### config.mk
export PLATFORM = sky130hd
export DESIGN_NAME = vote_result_tally
export DESIGN_NICKNAME = d
export VERILOG_FILES = /design/src/rtl/vote_result_tally.sv
export SDC_FILE = /design/constraint.sdc
export NUM_CORES = 1
export LEC_CHECK = 0
export BUFFER_PORTS_ARGS = -buffer_cell sky130_fd_sc_hd__buf_2
export CORE_ASPECT_RATIO = 1.4
export CORE_MARGIN = 2
export CORE_UTILIZATION = 35
export DETAILED_ROUTE_END_ITERATION = 12
export SYNTH_ARGS = -nofsm -noshare
export SYNTH_HDL_FRONTEND = slang
export SYNTH_SLANG_ARGS = --single-unit
### constraint.sdc
create_clock -name clock -period 3.87 [get_ports clock]
set_input_delay 0.774 -clock clock [delete_from_list [all_inputs] [get_ports clock]]
set_output_delay 0.774 -clock clock [all_outputs]
set_load 0.05 [all_outputs]
### src/rtl/vote_result_tally.sv
// Vote tally engine: snapshots four candidate counts, scans them one per cycle
// to find the winner, tie flag and total, then shows the result on the LEDs.
module vote_result_tally #(
  parameter int BLINK_CYCLES = 10,
  parameter int TOTAL_W      = 10
) (
  input  logic               clock,
  input  logic               reset,
  input  logic               start,
  input  logic [7:0]         cand1_vote,
  input  logic [7:0]         cand2_vote,
  input  logic [7:0]         cand3_vote,
  input  logic [7:0]         cand4_vote,
  output logic               busy,
  output logic               done,
  output logic [2:0]         winner_id,
  output logic [7:0]         winner_count,
  output logic               tie,
  output logic [TOTAL_W-1:0] total_votes,
  output logic [7:0]         leds
);

  localparam int CNT_W = (BLINK_CYCLES > 1) ? $clog2(BLINK_CYCLES) : 1;

  typedef enum logic [1:0] {IDLE, SCAN, DONE, SHOW} state_t;

  state_t             state;
  logic [7:0]         snap [4];
  logic [1:0]         idx;
  logic [7:0]         best;
  logic [2:0]         best_id;
  logic               run_tie;
  logic [TOTAL_W-1:0] sum;
  logic [CNT_W-1:0]   blink_cnt;
  logic               blink_off;

  logic               launch;
  logic [7:0]         cur;
  logic [7:0]         step_best;
  logic [2:0]         step_id;
  logic               step_tie;
  logic [TOTAL_W-1:0] step_sum;
  logic [CNT_W-1:0]   blink_cnt_nxt;
  logic               blink_off_nxt;
  logic [7:0]         blink_leds;

  assign launch = start && (state == IDLE || state == SHOW);

  // One comparison step on the candidate selected by idx; equal counts keep the lower index.
  always_comb begin
    cur       = snap[idx];
    step_best = best;
    step_id   = best_id;
    step_tie  = run_tie;
    step_sum  = sum + TOTAL_W'(cur);
    if (cur > best) begin
      step_best = cur;
      step_id   = {1'b0, idx} + 3'd1;
      step_tie  = 1'b0;
    end else if (cur == best && cur != 8'd0) begin
      step_tie  = 1'b1;
    end
  end

  always_comb begin
    blink_cnt_nxt = blink_cnt + CNT_W'(1);
    blink_off_nxt = blink_off;
    if (blink_cnt == CNT_W'(BLINK_CYCLES - 1)) begin
      blink_cnt_nxt = '0;
      blink_off_nxt = ~blink_off;
    end
    blink_leds = (tie && blink_off_nxt) ? 8'h00 : winner_count;
  end

  always_ff @(posedge clock) begin
    if (reset) begin
      state        <= IDLE;
      busy         <= 1'b0;
      done         <= 1'b0;
      winner_id    <= '0;
      winner_count <= '0;
      tie          <= 1'b0;
      total_votes  <= '0;
      leds         <= '0;
      idx          <= '0;
      best         <= '0;
      best_id      <= '0;
      run_tie      <= 1'b0;
      sum          <= '0;
      blink_cnt    <= '0;
      blink_off    <= 1'b0;
      for (int i = 0; i < 4; i++) snap[i] <= '0;
    end else if (launch) begin
      state     <= SCAN;
      busy      <= 1'b1;
      done      <= 1'b0;
      leds      <= '0;
      snap[0]   <= cand1_vote;
      snap[1]   <= cand2_vote;
      snap[2]   <= cand3_vote;
      snap[3]   <= cand4_vote;
      idx       <= '0;
      best      <= '0;
      best_id   <= '0;
      run_tie   <= 1'b0;
      sum       <= '0;
      blink_cnt <= '0;
      blink_off <= 1'b0;
    end else begin
      case (state)
        IDLE: begin
          busy <= 1'b0;
          done <= 1'b0;
          leds <= '0;
        end
        SCAN: begin
          best    <= step_best;
          best_id <= step_id;
          run_tie <= step_tie;
          sum     <= step_sum;
          idx     <= idx + 2'd1;
          if (idx == 2'd3) begin
            state        <= DONE;
            busy         <= 1'b0;
            done         <= 1'b1;
            winner_id    <= step_id;
            winner_count <= step_best;
            tie          <= step_tie;
            total_votes  <= step_sum;
            leds         <= step_best;
            blink_cnt    <= '0;
            blink_off    <= 1'b0;
          end
        end
        DONE, SHOW: begin
          state     <= SHOW;
          done      <= 1'b0;
          blink_cnt <= blink_cnt_nxt;
          blink_off <= blink_off_nxt;
          leds      <= blink_leds;
        end
        default: state <= IDLE;
      endcase
    end
  end

endmodule

**Yosys cells after proc, flatten, opt, wreduce, memory -nomap -nowiden**

Memories as Yosys holds them, arrays and structs flattened. A register that Yosys moved wholly into a read port is not among the register bits.
Cells that the tools add are included.

- Logic and storage cells: 83
- Bits in registers: 63
- Output and inout port bits: 32
- Input bits: 35
- Memories: 1
- Memory bits (writable): 32

- Multiplexer cells: 31
- Bitwise gates (word level): 6
- Reduce and logical (&&, ||, !) cells: 16
- Order comparisons: 1
- Equality and inequality tests: 8
- Add/sub/neg operators: 4

Memories:

| name | words | width | read ports | clocked after Yosys merged registers in | write ports | RTL line | text |
|---|---|---|---|---|---|---|---|
| snap | 4 | 8 | 1 | 1 | 4 | 28 | `logic [7:0] snap [4];` |

Operator list:

| operator | number |
|---|---|
| 2-to-1 mux 8 bit | 7 |
| one-hot mux 8 bit (3 select lines) | 1 |
| 2-to-1 mux 1 bit | 12 |
| adder 10 x 8 -> 10 bit | 1 |
| == test 8 bit | 1 |
| > comparator 8 bit | 1 |
| 2-to-1 mux 4 bit | 2 |
| one-hot mux 4 bit (2 select lines) | 1 |
| nonzero test 8 bit | 1 |
| == test 2 bit (second input constant) | 3 |
| 2-to-1 mux 2 bit | 3 |
| one-hot mux 1 bit (2 select lines) | 3 |
| AND reduction 2 bit | 3 |
| nonzero test 3 bit | 2 |
| adder 4 x 1 -> 4 bit (second input constant) | 1 |
| == test 4 bit (second input constant) | 1 |
| bitwise OR 1 bit | 4 |
| one-hot mux 2 bit (2 select lines) | 1 |
| OR reduction 2 bit | 2 |
| adder 2 x 1 -> 3 bit (second input constant) | 1 |
| logical AND 1 bit | 3 |
| 2-to-1 mux 3 bit | 1 |
| inequality test 3 bit (second input constant) | 1 |
| AND reduction 3 bit | 1 |
| 8 further kinds | 9 |

**Logic depth before layout (Yosys ltp)**

- Depth after elaboration: 7
- Gate-level depth with buffers: 11
- Mapped depth without buffers: 9

**Least setup slack after synthesis**

No wires, ideal clock.

- Kind: input-to-reg
- Start point: input port reset
- End point: memory snap[0][0], enable pin
- Data required time: 3.461 ns
- Path slack: 1.101 ns
- Cell stages on the path: 4
- Arrival time: 2.360 ns
- Buffers on the path: 3
- Setup time: 0.409 ns
- Cells stage by stage: clkbuf_1 -> nand2b_1 -> clkbuf_1 -> buf_1

RTL lines:

| what | RTL line | text |
|---|---|---|
| start: declaration | 8 | `input logic reset,` |
| end: declaration | 28 |  |

==> results.md <==
- Placed instance area: 0.00520 mm²
- CP required: 4.11 ns
- Flop pwr share: 36.3%
- Min-delay src: total_votes[7]
- Clk pwr share: 26.8%
- RSZ-0062 raised after global routing: no
- Int Pwr: 2.27 mW
- Clock Path Buffers: 2
- EDFF count, synth: 32
- Yosys cell types: 51
- Pin slew with the least headroom to its limit: 0.799 ns
- Layout cell share with drive strength beyond 1: 20.4%
- Setup bufs post-CTS: 0
- Cell count of the worst hold path: 2
- Register area share after synthesis: 48.0%
- Type of destination of the critical path: flip-flop
- DP Wirelength: 8260 µm
- Crit path launch type: flip-flop
- Largest net degree at the start of global routing: 35
- Number of antenna diodes: 0
- Final Skew: 0.00660 ns
- Hold crit path type: flip-flop to flip-flop
- Crit path time final: 3.48 ns
- FP Rows: 50
- Hold_buf cts: 0
- Ranking of synthesized cells by area: dfxtp_1 (28%), edfxtp_1 (20%), ha_1 (6.4%)
- Routed length on met1: 4730 µm
- DRC: 0
- Flops & latches, synth: 97
- Reg2Reg Depth: 8
- Layout net count: 580
- Setup CP Type: flip-flop to flip-flop
- Initial Util: 35.5%
- Primary FF master, synth: dfxtp_1
- Worst slew margin relative to its limit: 46.7%
- DRT iter0 DRCs: 128
- Synth area leader: dfxtp_1
- Sw power: 1.29 mW
- Total track usage: 16.3%
- PD cells: 645 mW/mm²
- Final Cycle Share: 89.8%
- R2R Setup Slk: 0.39 ns
- Via density: 4.98
- Overall Power: 3.56 mW
- Static Leak: 2.11 nW
- Placer Congestion: 0.865
- Max Transition Viols Final: 0
- Total CTS buffers: 9
- Post-synthesis cell count: 462
- Switching part of the total: 36.4%
- First-pass GRT wire length: 18200 µm
- Status: complete, no violations
- Drt wl/cell: 15.7 µm
- Clock sink count: 97
- Final worst setup slack: 0.395 ns
- Core Area: 0.0133 mm²
- F_max: 0.288 GHz
- Dpl ws: 0.451 ns
- Mapped Area: 0.00471 mm²
- Post-synth top area share: 27.6%
- Final setup TNS: 0 ns
- DRT antenna net count: 0
- Top Metal Used: met4
- I/O pins: 67
- Die H: 141 µm
- Initial antenna violation count: 0
- Met3 wire len: 489 µm
- Critical Path AT: 3.72 ns
- Die X: 102 µm
- # setup viols final: 0
- Met2 Wirelength: 5640 µm
- Post-Layout Inst Area: 0.00552 mm²
- Die Area: 0.0144 mm²
- Depth of the CTS H-tree: 3
- Logic pwr share: 36.8%
- Clock latency on the worst-skew pair: 0.34 ns
- Worst-path fanout max: 19
- Syn_nets: 522
- Reg2reg end: leds[7]
- Drt first pass iters: 4
- Max-Cap Viols: 0
- Fin Hold WS: 0.458 ns
- WL final: 11100 µm
- Port Buffers: 66
- Hold path endpoint: total_votes[7]
- Commonest cells post-synth: dfxtp_1 (65), nor2_1 (58), nand2_1 (39)
- Post-cts sizing count: 0
- Mean post-synth cell area: 10.2 µm²
- Hold Fails Final Rpt: 0
- Root Driver: clkbuf_16
- Count leader, synth: dfxtp_1
- Asr flop ratio synth: 0%
- Grt total ovfl: 0
- Peak supply drop: 0.236 mV
- Area delta synth->final: 17.1%
- CTS tree: built
- Routed vias: 3519
- Clk slew on worst S/H paths: 0.07 ns
- Synth warnings: 0
- Number of global-route vias before repair: 3573
-- state kept, by name (all words and copies together) (netlist names), 4 cells and up, named ones only --
| register | flops |
|---|---|
| blink_cnt | 4 |
| total_votes | 10 |
| sum | 10 |
| winner_count | 8 |
| leds | 8 |
| snap | 32 |
| best | 8 |
-- kinds of logic (layout without fill, tap and decap cells) --
kind of cell / after synthesis / count (layout) / synth area share, %
flops: 97 / 97 / 48.0
simple gates: 162 / 162 / 16.6
mux: 28 / 28 / 8.07
compound gates: 100 / 100 / 14.4
buf+inv: 39 / 102 / 4.06
fa+ha+maj: 25 / 25 / 6.80
xor+xnor: 11 / 11 / 2.04
-- layout by cell type (no fill, tap or decap), types with 9 or more instances in the layout --
cell type | synthesis | routed
buf_2 | 3 | 66
dfxtp_1 | 65 | 65
nor2_1 | 58 | 57
nand2_1 | 39 | 39
a21oi_1 | 34 | 34
and2_1 | 33 | 33
edfxtp_1 | 32 | 32
ha_1 | 24 | 24
mux2i_1 | 20 | 20
a211oi_1 | 16 | 16
inv_1 | 13 | 13
o21ai_0 | 10 | 10
xnor2_1 | 9 | 9
clkbuf_16 | 0 | 9
-- how the worst max path moves through the flow --
stage	to	slack, ns	startpoint
after global placement	leds[5]	0.54	flip-flop
final	leds[7]	0.39	flip-flop
after floorplan	snap[0][0]	1.10	reset
after detailed placement	leds[4]	0.45	flip-flop
after CTS	leds[7]	0.39	flip-flop
after global routing	leds[1]	0.21	flip-flop
-- power by group through the flow --
stage,Clock (mW),Combinational (mW),Sequential [mW]
final,0.956,1.31,1.29
after floorplan,0,1.03,1.30
after global placement,0,1.28,1.32
after CTS,0.977,1.32,1.30
after detailed placement,0,1.31,1.32
after global routing,1.01,1.45,1.31
-- through the flow --
stage	utilization, %	instances
finish	41.6	707
global route	41.6	707
CTS	41.6	707
detailed placement	39.2	691
global placement	39.2	691
floorplan	-	462
-- layer usage --
metal / global-route usage (%) / vias up
li1: - / 1751
met1: 20.1 / 1661
met2: 28.1 / 91
met3: 3.05 / 16
met4: 6.25 / 0
met5: 0 / -
-- critical path: stages (launching register included) --
cell and delay (ns):
dfxtp_1 0.64, mux4_2 0.71, ha_1 0.36, nand4_1 0.15, nor2_1 0.10, a211o_1 0.34, a21oi_4 0.63, a2bb2oi_1 0.17
a221oi_1 0.27
-- area by class of cell --
cell class	instances	area, µm²
clock buffer	10	229
clock inverter	6	91.3
fill	1345	7740
inverter	13	48.8
multi-input combinational	326	2260
sequential	97	2260
tap	182	228
timing repair buffer	73	395
Note: power is estimated with default switching activity, not from simulation.
